**config.mk**
```make
export PLATFORM = sky130hd
export DESIGN_NAME = neopixel_frame_seq
export DESIGN_NICKNAME = d
export VERILOG_FILES = /design/src/rtl/neopixel_frame_seq.sv
export SDC_FILE = /design/constraint.sdc
export NUM_CORES = 1
export LEC_CHECK = 0
export BUFFER_PORTS_ARGS = -buffer_cell sky130_fd_sc_hd__buf_4
export CAP_MARGIN = 20
export CORE_MARGIN = 2
export CORE_UTILIZATION = 40
export DETAILED_ROUTE_END_ITERATION = 10
export MAX_ROUTING_LAYER = met4
export PLACE_DENSITY = 0.63
export RECOVER_POWER = 100
export SYNTH_ARGS = -nofsm -noshare
export SYNTH_HDL_FRONTEND = slang
export SYNTH_SLANG_ARGS = --single-unit
```
**constraint.sdc**
```tcl
create_clock -name clk -period 3.8 [get_ports clk]
set_clock_uncertainty 0.2 [all_clocks]
set_input_delay 0.95 -clock clk [delete_from_list [all_inputs] [get_ports clk]]
set_output_delay 0.95 -clock clk [all_outputs]
set_load 0.02 [all_outputs]
```
**src/rtl/neopixel_frame_seq.sv**
```systemverilog
// Frame sequencer feeding a single-pixel serial writer from a local RGB store.
// Define NEOPIXEL_BRIGHTNESS_EN to add a global brightness scaler applied at pixel load.
module neopixel_frame_seq #(
    parameter int unsigned NUM_PIXELS   = 8,
    parameter int unsigned ADDR_W       = 3,
    parameter int unsigned LATCH_CYCLES = 600,
    parameter int unsigned BUSY_TIMEOUT = 1024
) (
    input  logic              clk,
    input  logic              rst,
    input  logic              wr_en,
    input  logic [ADDR_W-1:0] wr_addr,
    input  logic [7:0]        wr_r,
    input  logic [7:0]        wr_g,
    input  logic [7:0]        wr_b,
    input  logic              start,
`ifdef NEOPIXEL_BRIGHTNESS_EN
    input  logic [7:0]        brightness,
`endif
    input  logic              ds_busy,
    output logic              ds_valid,
    output logic [7:0]        pixel_r,
    output logic [7:0]        pixel_g,
    output logic [7:0]        pixel_b,
    output logic              frame_busy,
    output logic              frame_done,
    output logic              timeout_err
);

    localparam int unsigned AW1    = ADDR_W + 1;
    localparam int unsigned BCNT_W = $clog2(BUSY_TIMEOUT + 1);
    localparam int unsigned LCNT_W = $clog2(LATCH_CYCLES + 1);

    localparam logic [2:0] IDLE    = 3'd0;
    localparam logic [2:0] LOAD    = 3'd1;
    localparam logic [2:0] STROBE  = 3'd2;
    localparam logic [2:0] WAIT_HI = 3'd3;
    localparam logic [2:0] WAIT_LO = 3'd4;
    localparam logic [2:0] NEXT    = 3'd5;
    localparam logic [2:0] LATCH   = 3'd6;

    logic [23:0]       store [NUM_PIXELS];

    logic [2:0]        state_q,     state_d;
    logic [ADDR_W-1:0] index_q,     index_d;
    logic [BCNT_W-1:0] busy_cnt_q,  busy_cnt_d;
    logic [LCNT_W-1:0] latch_cnt_q, latch_cnt_d;
    logic [23:0]       pix_q,       pix_d;
    logic              valid_q,     valid_d;
    logic              fbusy_q,     fbusy_d;
    logic              done_q,      done_d;
    logic              tmo_q,       tmo_d;
    logic [23:0]       load_px_c;

    // Frame store: no reset, writes allowed at any time, out-of-range addresses dropped
    always_ff @(posedge clk) begin
        if (wr_en && ({1'b0, wr_addr} < AW1'(NUM_PIXELS))) begin
            store[wr_addr] <= {wr_r, wr_g, wr_b};
        end
    end

`ifdef NEOPIXEL_BRIGHTNESS_EN
    function automatic logic [7:0] scale_ch(input logic [7:0] c, input logic [7:0] b);
        logic [15:0] prod;
        prod = 16'(c) * (16'(b) + 16'd1);
        return prod[15:8];
    endfunction

    always_comb begin
        load_px_c = {scale_ch(store[index_q][23:16], brightness),
                     scale_ch(store[index_q][15:8],  brightness),
                     scale_ch(store[index_q][7:0],   brightness)};
    end
`else
    always_comb begin
        load_px_c = store[index_q];
    end
`endif

    // Next-state and registered-output logic
    always_comb begin
        state_d     = state_q;
        index_d     = index_q;
        busy_cnt_d  = busy_cnt_q;
        latch_cnt_d = latch_cnt_q;
        pix_d       = pix_q;
        tmo_d       = tmo_q;
        done_d      = 1'b0;

        case (state_q)
            IDLE: begin
                if (start) begin
                    index_d = '0;
                    state_d = LOAD;
                end
            end
            LOAD: begin
                pix_d   = load_px_c;
                state_d = STROBE;
            end
            STROBE: begin
                busy_cnt_d = '0;
                state_d    = WAIT_HI;
            end
            WAIT_HI: begin
                if (ds_busy) begin
                    state_d = WAIT_LO;
                end else if (busy_cnt_q == BCNT_W'(BUSY_TIMEOUT - 1)) begin
                    tmo_d   = 1'b1;
                    state_d = NEXT;
                end else begin
                    busy_cnt_d = busy_cnt_q + BCNT_W'(1);
                end
            end
            WAIT_LO: begin
                if (!ds_busy) begin
                    state_d = NEXT;
                end
            end
            NEXT: begin
                if (index_q == ADDR_W'(NUM_PIXELS - 1)) begin
                    latch_cnt_d = '0;
                    state_d     = LATCH;
                end else begin
                    index_d = index_q + ADDR_W'(1);
                    state_d = LOAD;
                end
            end
            LATCH: begin
                if (latch_cnt_q == LCNT_W'(LATCH_CYCLES - 1)) begin
                    done_d  = 1'b1;
                    state_d = IDLE;
                end else begin
                    latch_cnt_d = latch_cnt_q + LCNT_W'(1);
                end
            end
            default: begin
                state_d = IDLE;
            end
        endcase

        valid_d = (state_d == STROBE);
        fbusy_d = (state_d != IDLE);
    end

    always_ff @(posedge clk) begin
        if (rst) begin
            state_q     <= IDLE;
            index_q     <= '0;
            busy_cnt_q  <= '0;
            latch_cnt_q <= '0;
            pix_q       <= '0;
            valid_q     <= 1'b0;
            fbusy_q     <= 1'b0;
            done_q      <= 1'b0;
            tmo_q       <= 1'b0;
        end else begin
            state_q     <= state_d;
            index_q     <= index_d;
            busy_cnt_q  <= busy_cnt_d;
            latch_cnt_q <= latch_cnt_d;
            pix_q       <= pix_d;
            valid_q     <= valid_d;
            fbusy_q     <= fbusy_d;
            done_q      <= done_d;
            tmo_q       <= tmo_d;
        end
    end

    assign ds_valid    = valid_q;
    assign pixel_r     = pix_q[23:16];
    assign pixel_g     = pix_q[15:8];
    assign pixel_b     = pix_q[7:0];
    assign frame_busy  = fbusy_q;
    assign frame_done  = done_q;
    assign timeout_err = tmo_q;

endmodule

```
==> results.md <==
* Outcome: finished, violations left
* Failing checks: capacitance limit, slew limit
* Power Density at 528 nW/um^2
* # fillers at 2051
* Worst r2r dst: pix_q[17]
* CTS buffer count at 26
* Final setup margin at 0.883 ns
* Core area at 23600 um^2
* Cell Rows at 56
* Final non-filler cell total at 980
* Leakage dissipation at 3.37 nW
* DR pass1 iterations at 5
* Via-per-instance ratio at 5.40
* Worst path depth at 4
* Max_cap viols at 5
* Slew @ Worst Pin at 1.84 ns
* Initial Util at 40.9%
* Placed insts at 930
* Buf/Inv on CP at 2
* Largest area contributor in the netlist: edfxtp_1
* Fin area at 11100 um^2
* WS Path Type: primary input to flop
* Number of antenna violations at the first check in global routing at 0
* Vias at 5290
* Placed cell areas at 10500 um^2
* Layout cells sized above 1 at 15.5%
* H-tree depth at 1
* Fin Setup TNS at 0 ns
* Yosys warnings at 0
* Syn_area_per_cell at 17.0 um^2
* I/O pins at 60
* Hold Violations, Final at 0
* Relative slew slack at -22.5%
* # clock sinks at 247
* Reg clk slew, reported paths at 0.05 ns
* Register area share after synthesis at 71.1%
* Slew Limit Fails at 125
* Worst r2r path cells at 5
* Die Ht at 159 um
* DRT iter0 DRCs at 383
* Mapped Area at 9650 um^2
* Main synth FF type: edfxtp_1
* Fraction of registers with async set/reset at 0%
* Post-DP HPWL at 11500 um
* Number of routed nets with antenna violations at 0
* Worst-Skew Late Latency at 0.54 ns
* FF+latch count, synth at 247
* CP max stage cell: clkbuf_1
* Final Cycle Share at 76.8%
* Area of the multi-input gates at 2630 um^2
* CP Cell Sequence: clkbuf_4 > nand2b_1 > nor3_1 > clkbuf_1
* TritonCTS clock tree: yes
* Clock Path Buffers at 3
* Placement Setup Slack at 1.18 ns
* Hold Startpoint: busy_cnt_q[5]
* # hold bufs at CTS at 0
* Setup Buffers After CTS at 0
* Largest net degree at the start of global routing at 51
* Post-CTS sizing at 0
* Worst Setup SP: wr_addr[2]
* Synth area leaders: edfxtp_1 (60%), dfxtp_1 (11%), mux4_2 (11%)
* Remaining DRCs at 0
* First-pass GRT wire length at 31500 um
* Crit path to: store[0][10]
* Buffers on Ports at 59
* Post-Route WL at 19600 um
* FF-to-FF Start: state_q[0]
* Root buffer cell: clkbuf_16
* Req. time, crit path at 3.72 ns
* Max Clk Rate at 343 MHz
* Fin crit period at 2.92 ns
* WP data arrival at 2.83 ns
* CP max FO at 24
* HP Class: flop to flop
* Avg WL per Cell at 20.0 um
* P&R area growth vs syn at 14.6%
* All-layer global routing usage at 16.2%
* Gate Count Post-Synth at 567
* CP Launch Type: primary input
* Synth unique cells at 53
* Peak VDD IR at 382 uV
* Post-synth top area share at 59.7%
* Cell family with most CP delay: buffers and inverters
* Register-to-Register Setup Slack at 1.15 ns
* Post-synth EDFFs at 192
* Unrepaired setup endpoints after global routing: no
* Register area at 6870 um^2
* Final setup viols at 0
* WHS at 0.286 ns
* Crit-path max cell delay at 1.34 ns
* Vias in the first global route at 5691
* Fin nets at 676
* Die W at 159 um
* Syn nets at 603
* Crit end category: flop
* Die Area at 25400 um^2
* Overflow after GRT at 0
* RD Place Congestion at 0.780
[layout by cell type (no fill, tap or decap), types with 4 or more instances in the layout]
cell / n
nand2_1: 18
dfxtp_1: 52
mux4_2: 48
or4_1: 8
or3_1: 5
a21oi_1: 38
clkinv_2: 4
nand4_1: 9
clkinv_1: 5
and3_1: 4
buf_4: 7
nor2_1: 14
nor3_1: 4
mux2i_1: 28
edfxtp_1: 192
clkbuf_1: 74
o31ai_1: 9
a21boi_0: 6
ha_1: 4
clkbuf_16: 26
o21ai_0: 27
nand2b_1: 8
nand3_1: 10
nor2b_1: 4
[logic make-up (layout without fill, tap and decap cells)]
group	count (synthesis)	count (layout)	synth area share [%]
DFF	247	247	71.1
and+or+nand+nor	107	107	6.33
AOI/OAI and AO/OA	96	96	6.00
muxes	76	76	14.1
buffers and inverters	34	127	1.65
adders and majority gates	4	4	0.518
xor gates and xnor gates	3	3	0.272
other	0	1	0
[flip-flops by register name, indices dropped and copies added, names as in the netlist]
register,cells
index_q,3
state_q,3
frame_busy,1
busy_cnt_q,11
frame_done,1
store,192
ds_valid,1
pix_q,24
timeout_err,1
latch_cnt_q,10
[worst min-delay path by stage]
stage | to | slack (ns) | depth (start not counted)
finish | busy_cnt_q[5] | 0.29 | 2
global placement | busy_cnt_q[9] | 0.26 | 2
global route | busy_cnt_q[5] | 0.31 | 2
CTS | busy_cnt_q[5] | 0.28 | 2
detailed placement | busy_cnt_q[5] | 0.27 | 2
floorplan | busy_cnt_q[9] | 0.25 | 2
[worst min-delay path: stages, from the launching register on]
cell	delay [ns]
dfxtp_1	0.32
nand2_1	0.06
mux2i_1	0.06
[power breakdown]
group | internal, W | switching (W) | leakage, nW | total, W
Clock | 0.00134 | 0.000998 | 0.379 | 0.00234
Combinational | 0.000120 | 0.000272 | 0.798 | 0.000392
Sequential | 0.00304 | 0.0000674 | 2.19 | 0.00311
Total | 0.00450 | 0.00134 | 3.37 | 0.00584
[metal layers]
layer / up-vias / track usage (%) / share of wire [%]
met5: - / - / 0
met4: 0 / 4.55 / 2.4
met3: 35 / 2.55 / 4.0
met2: 134 / 26.5 / 50
met1: 2683 / 21.1 / 44
li1: 2438 / - / -
[per-stage QoR]
| stage | total power [W] | utilization (%) |
|---|---|---|
| 5_1_grt | 0.00606 | 46.8 |
| 2_1_floorplan | 0.00340 | - |
| 4_1_cts | 0.00596 | 47.9 |
| 3_5_place_dp | 0.00362 | 44.5 |
| 6_report | 0.00584 | 46.8 |
| 3_3_place_gp | 0.00361 | 44.5 |
[synthesized netlist by cell type, drive strengths merged, types with 5 or more instances]
library cell and number:
dfxtp 55, clkbuf 15, nand2b 8, or3 5
mux2i 28, a21boi 6, a21oi 38, nand3 10
nor2 16, buf 16, o21ai 27, nand4 9
o31ai 9, nor2b 5, or4 8, edfxtp 192
mux4 48, nand2 18
[final cells by class]
type,count,area share (%)
clock inverters,14,1.10
flip-flops and latches,247,62.1
well taps,319,3.61
repair buffers,76,3.08
diodes,1,0.0226
clock buffers,34,6.15
inverters,3,0.102
multi-input cells,286,23.8
Note: power is estimated with default switching activity, not from simulation.
